**config.mk**
```make
export PLATFORM = sky130hd
export DESIGN_NAME = chu_gpi_debounce
export DESIGN_NICKNAME = d
export VERILOG_FILES = /design/src/rtl/chu_gpi_pkg.sv /design/src/rtl/gpi_debounce_cell.sv /design/src/rtl/chu_gpi_debounce.sv
export SDC_FILE = /design/constraint.sdc
export NUM_CORES = 1
export LEC_CHECK = 0
export BUFFER_PORTS_ARGS = -buffer_cell sky130_fd_sc_hd__buf_2
export CAP_MARGIN = 20
export CORE_UTILIZATION = 57
export DETAILED_ROUTE_END_ITERATION = 8
export GPL_TIMING_DRIVEN = 0
export PLACE_DENSITY = 0.8
export SLEW_MARGIN = 30
export SYNTH_ARGS = -nofsm -noshare
export SYNTH_HDL_FRONTEND = slang
export SYNTH_SLANG_ARGS = --single-unit
export TNS_END_PERCENT = 10
```
**constraint.sdc**
```tcl
create_clock -name clk -period 2.3 [get_ports clk]
set_clock_uncertainty 0.15 [all_clocks]
set_input_delay 0.115 -clock clk [delete_from_list [all_inputs] [get_ports clk]]
set_output_delay 0.115 -clock clk [all_outputs]
set_load 0.005 [all_outputs]
```
**src/rtl/chu_gpi_pkg.sv**
```systemverilog
// Register map shared by the GPI debounce slot and its software view.
package chu_gpi_pkg;

    localparam logic [4:0] GPI_DB   = 5'd0;
    localparam logic [4:0] GPI_RISE = 5'd1;
    localparam logic [4:0] GPI_FALL = 5'd2;
    localparam logic [4:0] GPI_MASK = 5'd3;
    localparam logic [4:0] GPI_RAW  = 5'd4;

endpackage

```
**src/rtl/gpi_debounce_cell.sv**
```systemverilog
// One input bit: 2-flop synchronizer, stability counter, debounced level
// and single-cycle edge strobes.
module gpi_debounce_cell #(
    parameter int unsigned DB_TICKS = 500000
) (
    input  logic clk,
    input  logic reset_n,
    input  logic din,
    output logic sync,
    output logic db,
    output logic rise,
    output logic fall
);

    localparam int unsigned    CW   = $clog2(DB_TICKS);
    localparam logic [CW-1:0]  LAST = CW'(DB_TICKS - 1);

    logic          s0;
    logic          s1;
    logic          db_q;
    logic          db_d;
    logic [CW-1:0] cnt_q;
    logic [CW-1:0] cnt_d;

    // Two-stage synchronizer for the asynchronous pin.
    always_ff @(posedge clk or negedge reset_n) begin
        if (!reset_n) begin
            s0 <= 1'b0;
            s1 <= 1'b0;
        end else begin
            s0 <= din;
            s1 <= s0;
        end
    end

    // Accept a new level only after it has differed from db for DB_TICKS cycles.
    always_comb begin
        cnt_d = cnt_q;
        db_d  = db_q;
        if (s1 == db_q) begin
            cnt_d = '0;
        end else if (cnt_q == LAST) begin
            db_d  = s1;
            cnt_d = '0;
        end else begin
            cnt_d = cnt_q + CW'(1);
        end
    end

    // Debounced level and counter state.
    always_ff @(posedge clk or negedge reset_n) begin
        if (!reset_n) begin
            db_q  <= 1'b0;
            cnt_q <= '0;
        end else begin
            db_q  <= db_d;
            cnt_q <= cnt_d;
        end
    end

    // Strobes are taken from the next-state level so the sticky flags set
    // on the same edge that db changes.
    assign rise = db_d & ~db_q;
    assign fall = ~db_d & db_q;
    assign sync = s1;
    assign db   = db_q;

endmodule

```
**src/rtl/chu_gpi_debounce.sv**
```systemverilog
// Debounced general-purpose input slot with sticky edge flags and a
// masked level interrupt on rising edges.
module chu_gpi_debounce
    import chu_gpi_pkg::*;
#(
    parameter int unsigned W        = 4,
    parameter int unsigned DB_TICKS = 500000
) (
    input  logic         clk,
    input  logic         reset_n,
    input  logic         cs,
    input  logic         read,
    input  logic         write,
    input  logic [4:0]   addr,
    input  logic [31:0]  wr_data,
    output logic [31:0]  rd_data,
    input  logic [W-1:0] din,
    output logic         irq
);

    logic [W-1:0] sync;
    logic [W-1:0] db;
    logic [W-1:0] rise;
    logic [W-1:0] fall;
    logic [W-1:0] rise_flag;
    logic [W-1:0] fall_flag;
    logic [W-1:0] mask;
    logic [W-1:0] clr_rise;
    logic [W-1:0] clr_fall;
    logic         wr_en;
    logic         unused_ok;

    assign unused_ok = &{1'b0, read, wr_data};

    for (genvar g = 0; g < W; g++) begin : g_cell
        gpi_debounce_cell #(
            .DB_TICKS(DB_TICKS)
        ) u_cell (
            .clk    (clk),
            .reset_n(reset_n),
            .din    (din[g]),
            .sync   (sync[g]),
            .db     (db[g]),
            .rise   (rise[g]),
            .fall   (fall[g])
        );
    end

    assign wr_en    = cs & write;
    assign clr_rise = (wr_en && addr == GPI_RISE) ? wr_data[W-1:0] : '0;
    assign clr_fall = (wr_en && addr == GPI_FALL) ? wr_data[W-1:0] : '0;

    // Sticky flags (set beats clear) and interrupt mask register.
    always_ff @(posedge clk or negedge reset_n) begin
        if (!reset_n) begin
            rise_flag <= '0;
            fall_flag <= '0;
            mask      <= '0;
        end else begin
            rise_flag <= (rise_flag & ~clr_rise) | rise;
            fall_flag <= (fall_flag & ~clr_fall) | fall;
            if (wr_en && addr == GPI_MASK) begin
                mask <= wr_data[W-1:0];
            end
        end
    end

    // Combinational register read mux, zero-extended.
    always_comb begin
        rd_data = '0;
        case (addr)
            GPI_DB:   rd_data[W-1:0] = db;
            GPI_RISE: rd_data[W-1:0] = rise_flag;
            GPI_FALL: rd_data[W-1:0] = fall_flag;
            GPI_MASK: rd_data[W-1:0] = mask;
            GPI_RAW:  rd_data[W-1:0] = sync;
            default:  rd_data = '0;
        endcase
    end

    assign irq = |(rise_flag & mask);

endmodule

```
==> results.txt <==
Largest net degree at the start of global routing: 54
CP Data Required Time: 2.39 ns
Post-route DRC: 0
Cell taking the most area after synthesis: dfrtp_1
Final nets: 639
Hold crit path type: input port to flip-flop
Clk pin slew, worst setup/hold paths: 0.09 ns
Synth Register Bits: 100
Synth cell count leaders: dfrtp_1, nor2_1, xnor2_1
Min-Delay Endpoint: mask[2]
Cell Area, Placed: 5490 µm²
Final WL: 9.92 mm
Rows: 34
Status: completed
Worst Path Max Fanout: 6
Final period utilization: 95.2%
RSZ-0062 raised after global routing: true
Slowest stage cell, crit path: dfrtp_1
Worst Hold Depth: 3
Setup TNS: 0 ns
Period minus WS final: 2.19 ns
Clock power frac: 31.7%
Slew HR: 57.1%
Reg2reg end: g_cell[2].u_cell.db
Worst reg2reg setup slack: 0.11 ns
Post-route setup slack: 0.110 ns
Clock Latency Late Sink: 0.35 ns
GP Congestion: 0.889
Synth Cell Area: 5120 µm²
Pre-CTS setup slack: 0.0694 ns
# IOs: 79
Peak supply drop: 0.379 mV
Critical path cell sequence: ha_1, and3_1, clkbuf_1, nand4_1, or2_2, mux2_2
Main synth FF type: dfrtp_1
Pin slew with the least headroom to its limit: 0.638 ns
Die footprint: 9370 µm²
Drt pass-1 iters: 4
Avg Inst Size Synth: 9.87 µm²
Cell variety after synth: 49
Leakage power: 2.47 nW
Count leader, synth: dfrtp_1
Hold Startpoint: write
Routed len/inst: 14.2 µm
Asr flop ratio synth: 100%
Design Area, Final: 5790 µm²
Critical Path Max Stage Delay: 0.41 ns
Internal: 2.34 mW
Global Route Usage Sum: 22.3%
Setup crit end kind: flip-flop
Switching share of power: 24.2%
Vias/cell: 5.66
Core ar.: 8720 µm²
Worst EP arrival: 2.28 ns
Critical Setup Path Class: flip-flop to flip-flop
Ratio of cells with drive above 1 in the final layout: 16.6%
Startpoint Class: flip-flop
Fmax: 0.457 GHz
First-pass GRT wire length: 17.4 mm
Reg power frac: 60.0%
Switching power total: 0.747 mW
Antenna cells: 0
# setup viols final: 0
EDFF count, synth: 0
Mapped Cells: 519
Worst-case clock buffer depth: 2
Post-route ant nets: 0
FF-to-FF Start: g_cell[2].u_cell.cnt_q[0]
Clk sinks: 100
Die X: 96.8 µm
FF-to-FF path depth: 6
Via count: 3,960
YS warnings: 0
Finished Core Util: 66.4%
Vias in the first global route: 3,822
Initial Util: 58.7%
CTS tree: yes
Cts bufs inserted: 9
Final Max Slew Viols: 0
Final hold vios: 0
Largest cells by area after synthesis: dfrtp_1, xnor2_1, nor2_1, buf_4, xor2_1
Power Dens Cells: 534 nW/µm²
Root Driver: clkbuf_8
Sequential-to-total area share from yosys stat: 48.9%
Antenna violations before repair: 0
Final HPWL DP: 7.16 mm
Share of the synthesized area in the top cell type: 48.9%
DRT iter0 DRCs: 192
Die Ht: 96.8 µm
Count of buffers from port buffering: 20
Area delta synth->final: 13.0%
Power share of the combinational group: 8.3%
Max_cap viols: 0
Congestion Overflow GR: 0
H-tree lvl count: 3
[kinds of logic (layout without fill, tap and decap cells)]
family,after synthesis,count (layout),synth area share (%)
buffers and inverters,50,96,5.94
flip-flops,100,100,48.9
AND/OR/NAND/NOR,239,239,25.3
AO/OA/AOI/OAI,62,62,7.57
other,1,28,0.0732
adder cells (fa/ha/maj),4,4,0.977
XOR/XNOR,55,55,9.41
multiplexers,8,8,1.83
[metrics by stage]
stage	hold WS, ns	power (mW)	cells
after floorplan	-0.331	2.02	546
after global placement	0.0726	2.11	674
after detailed placement	-0.0765	2.12	675
after CTS	0.0848	3.12	698
after global routing	0.121	3.23	700
final	0.103	3.09	700
[worst max-delay path, delay by kind of cell (launching register included)]
kind | cells | cell delay [ns]
multiplexers | 1 | 0.28
buffers and inverters | 1 | 0.27
adder cells (fa/ha/maj) | 1 | 0.22
AND/OR/NAND/NOR | 3 | 0.76
flip-flops | 1 | 0.41
[cell type report]
| cell class | instances | area (µm²) |
|---|---|---|
| plain buffers | 38 | 263 |
| well taps | 108 | 135 |
| repair buffers | 32 | 239 |
| clock inverters | 3 | 23.8 |
| multi-input cells | 396 | 2440 |
| inverters | 12 | 45.0 |
| flip-flops and latches | 100 | 2500 |
| clock buffers | 11 | 141 |
| fillers | 709 | 2930 |
[cell usage in the layout (no fill, tap or decap), types with 8 or more instances in the layout]
master,netlist,layout
buf_2,6,25
inv_1,12,12
dfrtp_1,100,100
nor2_1,62,62
xnor2_1,34,34
a21oi_1,14,14
nor4_1,17,17
clkbuf_8,0,10
o21ai_0,25,25
nand2b_1,8,8
dlygate4sd3_1,0,9
nand3_1,28,28
conb_1,1,28
and3_1,8,8
a22oi_1,10,10
nand2_1,33,33
buf_4,29,30
nand4_1,26,26
xor2_1,21,21
nor3_1,11,11
[registers in the layout, indices dropped and copies added, names as in the netlist]
register             count
g_cell.u_cell.cnt_q     76
fall_flag                4
g_cell.u_cell.db         4
g_cell.u_cell.s0         4
g_cell.u_cell.sync       4
mask                     4
rise_flag                4
[power by group through the flow]
stage / registers, mW / logic (mW) / clock network (mW)
floorplan: 1.87 / 0.142 / 0
global placement: 1.88 / 0.223 / 0
detailed placement: 1.89 / 0.238 / 0
CTS: 1.85 / 0.251 / 1.01
global route: 1.86 / 0.289 / 1.08
finish: 1.85 / 0.255 / 0.980
[how the worst max path moves through the flow]
stage / start / to / slack (ns) / cells past startpoint
floorplan: g_cell[1].u_cell.cnt_q[0] / g_cell[1].u_cell.db / 0.36 / 4
finish: g_cell[2].u_cell.cnt_q[0] / g_cell[2].u_cell.db / 0.11 / 6
detailed placement: g_cell[2].u_cell.cnt_q[0] / g_cell[2].u_cell.cnt_q[14] / 0.07 / 7
global route: g_cell[2].u_cell.cnt_q[0] / g_cell[2].u_cell.db / -0.04 / 6
global placement: reset_n / g_cell[2].u_cell.cnt_q[5] / -0.02 / 1
CTS: g_cell[2].u_cell.cnt_q[0] / g_cell[2].u_cell.cnt_q[10] / 0.06 / 7
[layer usage]
| layer | track usage, % | wire, µm | vias up |
|---|---|---|---|
| met5 | 0 | 0 | - |
| met4 | 6.66 | 121 | 0 |
| met3 | 4.19 | 320 | 11 |
| met2 | 37.5 | 5000 | 85 |
| met1 | 29.5 | 4480 | 1936 |
| li1 | - | - | 1928 |
[timing repair]
action / CTS / global route
endpoints found under the setup margin: 0 / 40
setup buffers: 0 / 2
hold buffers: 9 / 0
gates resized for setup: 0 / 4
endpoints found under the hold margin: 112 / 0
Note: power is estimated with default switching activity, not from simulation.
